**config.mk**
```make
export PLATFORM = sky130hd
export DESIGN_NAME = mux_serializer_flat
export DESIGN_NICKNAME = d
export VERILOG_FILES = /design/src/rtl/mux_serializer_pkg.sv /design/src/rtl/mux_serializer_if.sv /design/src/rtl/mux_serializer.sv /design/src/flat_wrapper.sv
export SDC_FILE = /design/constraint.sdc
export NUM_CORES = 1
export LEC_CHECK = 0
export CORE_MARGIN = 5
export CORE_UTILIZATION = 38
export CTS_BUF_LIST = sky130_fd_sc_hd__clkbuf_8
export DETAILED_ROUTE_END_ITERATION = 12
export PLACE_DENSITY_LB_ADDON = 0.1
export SETUP_SLACK_MARGIN = 0.5
export SYNTH_ARGS = -nofsm -noshare
export SYNTH_HDL_FRONTEND = slang
export SYNTH_SLANG_ARGS = --single-unit
```
**constraint.sdc**
```tcl
create_clock -name clk -period 1.95 [get_ports clk]
set_input_delay 0.195 -clock clk [delete_from_list [all_inputs] [get_ports clk]]
set_output_delay 0.195 -clock clk [all_outputs]
set_load 0.01 [all_outputs]
```
**src/rtl/mux_serializer_pkg.sv**
```systemverilog
// rtl/mux_serializer_pkg.sv - shared widths, state encoding and select-order helpers
package mux_serializer_pkg;

  localparam int DATA_W = 8;
  localparam int ADDR_W = 3;

  typedef enum logic [1:0] {
    IDLE  = 2'd0,
    SHIFT = 2'd1,
    GAP   = 2'd2
  } serState;

  // First select position of a frame for the chosen bit order.
  function automatic logic [ADDR_W-1:0] addrFirst(input bit lsbFirst);
    return lsbFirst ? '0 : '1;
  endfunction

  // Final select position of a frame for the chosen bit order.
  function automatic logic [ADDR_W-1:0] addrLast(input bit lsbFirst);
    return lsbFirst ? '1 : '0;
  endfunction

endpackage

```
**src/rtl/mux_serializer_if.sv**
```systemverilog
// rtl/mux_serializer_if.sv - word-in, mux select/return and serial-out signal bundle
interface mux_serializer_if;
  import mux_serializer_pkg::*;

  logic              in_valid;
  logic              in_ready;
  logic [DATA_W-1:0] in_data;
  logic [DATA_W-1:0] mux_data;
  logic [ADDR_W-1:0] addr;
  logic              mux_bit;
  logic              ser_valid;
  logic              ser_ready;
  logic              ser_data;
  logic              ser_last;
  logic              busy;

  // Serializer side: owns the select address and the serial stream.
  modport master (
    input  in_valid, in_data, mux_bit, ser_ready,
    output in_ready, mux_data, addr, ser_valid, ser_data, ser_last, busy
  );

  // Environment side: word producer, multiplexer and serial consumer.
  modport slave (
    output in_valid, in_data, mux_bit, ser_ready,
    input  in_ready, mux_data, addr, ser_valid, ser_data, ser_last, busy
  );

endinterface

```
**src/rtl/mux_serializer.sv**
```systemverilog
// rtl/mux_serializer.sv - steps the 8:1 mux select through a latched word to form a serial stream
module mux_serializer
  import mux_serializer_pkg::*;
#(
  parameter bit LSB_FIRST  = 1'b1,
  parameter int GAP_CYCLES = 0
) (
  input  logic             clk,
  input  logic             rst_n,
  mux_serializer_if.master bus
);

  localparam logic [ADDR_W-1:0] ADDR_FIRST = addrFirst(LSB_FIRST);
  localparam logic [ADDR_W-1:0] ADDR_LAST  = addrLast(LSB_FIRST);
  localparam bit                HAS_GAP    = (GAP_CYCLES > 0);
  // Value of the gap counter on the final idle cycle; unused when there is no gap.
  localparam logic [3:0]        GAP_LAST   = HAS_GAP ? 4'(GAP_CYCLES - 1) : 4'd0;

  serState           state;
  serState           nextState;
  logic [DATA_W-1:0] muxData;
  logic [ADDR_W-1:0] addrReg;
  logic [3:0]        gapCnt;
  logic              loadWord;
  logic              stepAddr;
  logic              isLast;
  logic              inReady;
  logic              serValid;

  // State register; reset aborts any frame in flight.
  always_ff @(posedge clk or negedge rst_n) begin
    if (!rst_n) begin
      state <= IDLE;
    end else begin
      state <= nextState;
    end
  end

  // Word latch, select address stepping and inter-frame gap counter.
  always_ff @(posedge clk or negedge rst_n) begin
    if (!rst_n) begin
      muxData <= '0;
      addrReg <= '0;
      gapCnt  <= '0;
    end else begin
      if (loadWord) begin
        muxData <= bus.in_data;
        addrReg <= ADDR_FIRST;
      end else if (stepAddr) begin
        addrReg <= LSB_FIRST ? addrReg + 3'd1 : addrReg - 3'd1;
      end
      gapCnt <= (state == GAP) ? gapCnt + 4'd1 : 4'd0;
    end
  end

  // Next-state decode and handshake outputs; ser_data is the raw mux return bit.
  always_comb begin
    nextState = state;
    loadWord  = 1'b0;
    stepAddr  = 1'b0;
    isLast    = (addrReg == ADDR_LAST);
    // in_ready is held low during reset even though state already reads IDLE.
    inReady   = rst_n && (state == IDLE);
    serValid  = (state == SHIFT);

    case (state)
      IDLE: begin
        if (bus.in_valid && inReady) begin
          loadWord  = 1'b1;
          nextState = SHIFT;
        end
      end
      SHIFT: begin
        if (bus.ser_ready) begin
          if (isLast) begin
            nextState = HAS_GAP ? GAP : IDLE;
          end else begin
            stepAddr = 1'b1;
          end
        end
      end
      GAP: begin
        if (gapCnt == GAP_LAST) begin
          nextState = IDLE;
        end
      end
      default: begin
        nextState = IDLE;
      end
    endcase

    bus.in_ready  = inReady;
    bus.ser_valid = serValid;
    bus.ser_last  = serValid && isLast;
    bus.ser_data  = bus.mux_bit;
    bus.busy      = (state != IDLE);
    bus.mux_data  = muxData;
    bus.addr      = addrReg;
  end

endmodule

```
**src/flat_wrapper.sv**
```systemverilog
// flat-port wrapper written by rule: the top's interface ports become plain ports
module mux_serializer_flat import mux_serializer_pkg::*;
#(
  parameter bit LSB_FIRST  = 1'b1,
  parameter int GAP_CYCLES = 0
)
  (clk, rst_n, bus_in_valid, bus_in_data, bus_mux_bit, bus_ser_ready, bus_in_ready, bus_mux_data, bus_addr, bus_ser_valid, bus_ser_data, bus_ser_last, bus_busy);
  mux_serializer_if bus_i ();
  input  logic clk;
  input  logic rst_n;
  input wire logic [$bits(bus_i.in_valid)-1:0] bus_in_valid;
  input wire logic [$bits(bus_i.in_data)-1:0] bus_in_data;
  input wire logic [$bits(bus_i.mux_bit)-1:0] bus_mux_bit;
  input wire logic [$bits(bus_i.ser_ready)-1:0] bus_ser_ready;
  output wire logic [$bits(bus_i.in_ready)-1:0] bus_in_ready;
  output wire logic [$bits(bus_i.mux_data)-1:0] bus_mux_data;
  output wire logic [$bits(bus_i.addr)-1:0] bus_addr;
  output wire logic [$bits(bus_i.ser_valid)-1:0] bus_ser_valid;
  output wire logic [$bits(bus_i.ser_data)-1:0] bus_ser_data;
  output wire logic [$bits(bus_i.ser_last)-1:0] bus_ser_last;
  output wire logic [$bits(bus_i.busy)-1:0] bus_busy;
  assign bus_i.in_valid = bus_in_valid;
  assign bus_i.in_data = bus_in_data;
  assign bus_i.mux_bit = bus_mux_bit;
  assign bus_i.ser_ready = bus_ser_ready;
  assign bus_in_ready = bus_i.in_ready;
  assign bus_mux_data = bus_i.mux_data;
  assign bus_addr = bus_i.addr;
  assign bus_ser_valid = bus_i.ser_valid;
  assign bus_ser_data = bus_i.ser_data;
  assign bus_ser_last = bus_i.ser_last;
  assign bus_busy = bus_i.busy;
  mux_serializer #(.LSB_FIRST(LSB_FIRST), .GAP_CYCLES(GAP_CYCLES)) u_core (.clk(clk), .rst_n(rst_n), .bus(bus_i));
endmodule
```
* Word level (Yosys, flattened, before mapping)
Cells that the tools add are included.
Storage, ports and cells: register bits 17, input port bits 13, output and inout port bits 16, logic and storage cells 34
Operators by class: $add $sub $neg 2, eq/ne operators 7, multiplexer cells 13, reductions and logical operators 8
Operators with widths (number):
- $mux W2 | 4
- $mux W3 | 2
- $ne A2 B2 Y1 const B | 3
- $pmux W2 S3 | 1
- $mux W1 | 5
- $add A4 B1 Y4 const B | 1
- $logic_not A4 Y1 | 1
- $mux W4 | 1
- $reduce_and A4 Y1 | 1
- $reduce_bool A2 Y1 | 2
- $add A3 B1 Y3 const B | 1
- $eq A3 B3 Y1 const B | 1
- $logic_and A1 B1 Y1 | 3
- $eq A2 B1 Y1 const B | 1
- $eq A2 B2 Y1 const B | 1
- $logic_not A2 Y1 | 1
- $ne A2 B1 Y1 const B | 1

* Depth between registers and ports, before layout
depth after elaboration 6, mapped depth 5, gate-level depth less buffers 5

* Least setup slack after synthesis
OpenSTA, ideal clock, no wires.
path kind register -> register, from register u_core.addrReg[0], in the netlist u_core.bus.addr[0], to register u_core.addrReg[0], in the netlist u_core.bus.addr[0], setup time 125 ps, data arrival time 1341 ps, data required time 1825 ps, slack 484 ps, stages on the path, launching flop included 6, path buffers 0, period minus slack after synthesis 1466 ps, path through dfrtp_1 -> ha_1 -> ha_1 -> and3b_2 -> a21oi_2 -> mux2_2
Between the ends: cells in the longest elaborated chain, start to end 5, elaborated cells between the ends (all ways) 8, classes of those cells add/sub: 1; eq/ne: 1; mux: 5; reduce/logical: 1
RTL lines:
- from (decl) | line mux_serializer.sv:22 | logic [ADDR_W-1:0] addrReg;
- from (signal assigned) | line mux_serializer.sv:50 | addrReg <= LSB_FIRST ? addrReg + 3'd1 : addrReg - 3'd1;
- $eq A3 B3 Y1 | line mux_serializer.sv:61 | isLast = (addrReg == ADDR_LAST);
- $mux W1 | line mux_serializer.sv:75 | if (isLast) begin
- $mux W1 | line mux_serializer.sv:74 | if (bus.ser_ready) begin
- $mux W1 | line mux_serializer.sv:66 | case (state)
- $reduce_bool A2 Y1 (no line)
Several ways; a longest one is shown, not always the timed one. The select of a mux whose other input is x is not followed. A chain may end at the register's enable or synchronous reset.

* Worst setup path in the final report
from register u_core.addrReg[1], in the netlist u_core.bus.addr[1], to register u_core.addrReg[0], in the netlist u_core.bus.addr[0]
Between the ends: cells in the longest elaborated chain, start to end 5
RTL lines (line):
- $eq A3 B3 Y1 | mux_serializer.sv:61
- $mux W1 | mux_serializer.sv:75
- $mux W1 | mux_serializer.sv:74
- $mux W1 | mux_serializer.sv:66
- $reduce_bool A2 Y1 (no line)
Every way passes these cells.

==> flow_summary.yaml <==
status:
  status: "finished clean"
final_layout:
  insertedDiodeCount: 0
  final_util: 0.704
  nFillCells: 85
  regArea_um2: 302
  layout.nets: 84
  multi_input_area_um2: 224
  drive_above_1_share: 0.441
  area_growth_pct: 75.1
  postLayoutCellArea_um2: 916
critical_path:
  critPathSlowestCell: "dfrtp_1"
  start_kind: "register"
  path_class: "reg -> reg"
  critical_path.endpoint_type: "register"
  cp.required_ps: 2070
  crit_family: "flip-flops"
  path_max_fanout: 3
  crit_arrival_ps: 1560
  cp_num_buf_inv: 0
  slowest_delay_ps: 380
  crit_path_cell_trace: "ha_2 -> ha_4 -> and3b_2 -> a21oi_2 -> mux2_2"
die:
  die_w_um: 47.1
  die_area_mm2: 0.00222
  start_util: 0.402
  die_h_um: 47.1
  ios: 29
  rows: 13
  core_mm2: 0.00130
yosys:
  synth_top_area_frac: 0.574
  yosys.cell_types.count: 11
  synth_top_flop_cell: "dfrtp_1"
  synth.most_common_cell: "dfrtp_1"
  syn-cell-area_um2: 523
  synth_top_cell_by_area: "dfrtp_1"
  synth_nets: 49
  ys_seq_area_frac: 0.574
  synth.top_cells.by_area: "dfrtp_1 57%, mux2_2 19%, ha_1 4.8%"
  yosysWarnings: 0
  avgSynthCellArea_um2: 15.4
  postSynthCellCount: 34
  synth_common_cells: "12 x dfrtp_1, 9 x mux2_2"
  synth_edf_count: 0
  ys_ff_latch: 12
  synthArstFlopShare: 1.00
placement:
  placed_cell_area_um2: 805
  gp_congestion: 0.702
  hpwl_um: 972
  portBuffers: 26
job:
  cap_viol_max_count: 0
sta:
  hold_viol: 0
  fmax_mhz: 695
  tns_ps: 0
  max_slew_margin: 0.857
  setup_viol: 0
  finalMaxSlewViolations: 0
  min_period_ps: 1440
  worst-slew-pin-transition_ps: 214
  rsz0062_at_grt: "true"
  finClkSkew_ps: 1.08
  post-route-period-util: 0.738
cts:
  clock_path_buffers: 2
  clk_pin_slew_ps: 50
  clock_latency_ps: 240
  root_buffer: "clkbuf_8"
  tritoncts: "done"
  cts.htree.levels: 1
  cts_sinks: 12
  cts_buffers: 3
power_and_ir_drop:
  p_leak_uw: 0.000428
  peakVddDrop_v: 0.000792
  powerDensity_mw_per_mm2: 1510
global_routing:
  antenna_found_initial: 0
  grt_pass1_vias: 478
  grt_use_total: 0.146
  grt_remaining_overflow: 0
  grt_max_degree: 14
  grt_first_pass_wirelength_um: 2150
detailed_routing:
  wl_per_cell_um: 15.7
  drcViolationCount: 0
  wirelength_um: 1300
  dr.pass1.iters: 1
  viasPerCell: 4.83
  vias: 401
  drt_iter0_drc: 0
  ant_nets: 0
worst_hold_path:
  hold_path.class: "in -> async"
[worst paths after layout]
check / from / endpoint / slack [ps] / depth (start not counted)
max: u_core.bus.addr[1] / u_core.bus.addr[0] / 510 / 5
min: rst_n / u_core.bus.mux_data[1] / 310 / 2
max reg2reg: u_core.bus.addr[1] / u_core.bus.addr[0] / 510 / 5
min reg2reg: u_core.bus.mux_data[6] / u_core.bus.mux_data[6] / 500 / 1
max in group asynchronous: rst_n / u_core.state[0] / 1480 / 2
min in group clk: bus_mux_bit / bus_ser_data / 390 / 0
[final cells by class]
type	instances	share of cell area
tap	15	0.0205
sequential	12	0.329
clock buffer	4	0.0601
timing repair buffer	32	0.346
multi-input combinational	20	0.245
[per-stage QoR]
stage	std cells	worst slack, ps	power (µW)	hold slack [ps]
6_report	83	512	1380	306
5_1_grt	83	475	1470	318
4_1_cts	82	438	1370	311
3_5_place_dp	75	332	1050	390
3_3_place_gp	75	363	1020	390
2_1_floorplan	34	503	713	-101
[report_power, final]
| part | switching (µW) | internal (µW) |
|---|---|---|
| registers | 78.5 | 369 |
| logic | 235 | 434 |
| clock network | 87.5 | 178 |
[cell families (layout without fill, tap and decap cells)]
logic type,count (synthesis),after routing,share of synthesized area
flip-flops,12,12,0.574
multiplexers,9,9,0.194
AND/OR/NAND/NOR,4,4,0.0813
AO/OA/AOI/OAI,5,5,0.0742
adder cells (fa/ha/maj),2,2,0.0478
buffers and inverters,2,36,0.0287
[sequential cells by signal, summed over array words and instances (netlist names)]
| name | count |
|---|---|
| u_core.bus.addr | 3 |
| u_core.bus.mux_data | 8 |
| u_core.state | 1 |
[cells in the final DEF (no fill, tap or decap)]
cell type and count:
clkdlybuf4s50_1 21, dfrtp_1 11, mux2_2 9, buf_4 5, clkbuf_8 4, dlymetal6s2s_1 3, a22o_2 2, a21oi_1 2
buf_6 2, nor2b_4 1, and2_4 1, nand2_4 1, and3b_2 1, a21oi_2 1, ha_2 1, ha_4 1
dlygate4sd2_1 1, dfrtp_2 1
[timing repair]
| item | in CTS | in global routing |
|---|---|---|
| pin swaps | 0 | 1 |
| gates resized for setup | 6 | 8 |
| setup endpoints to repair | 7 | 7 |
| hold buffers | 0 | 0 |
| buffers inserted | 3 | 1 |
[metal layers]
layer / vias to the layer above / GRT usage / routed length, µm
met5: - / 0 / 0
met4: 0 / 0.0884 / 24
met3: 4 / 0.0498 / 87
met2: 18 / 0.255 / 713
met1: 192 / 0.149 / 477
li1: 187 / - / -
(Power assumes the default switching activity.)
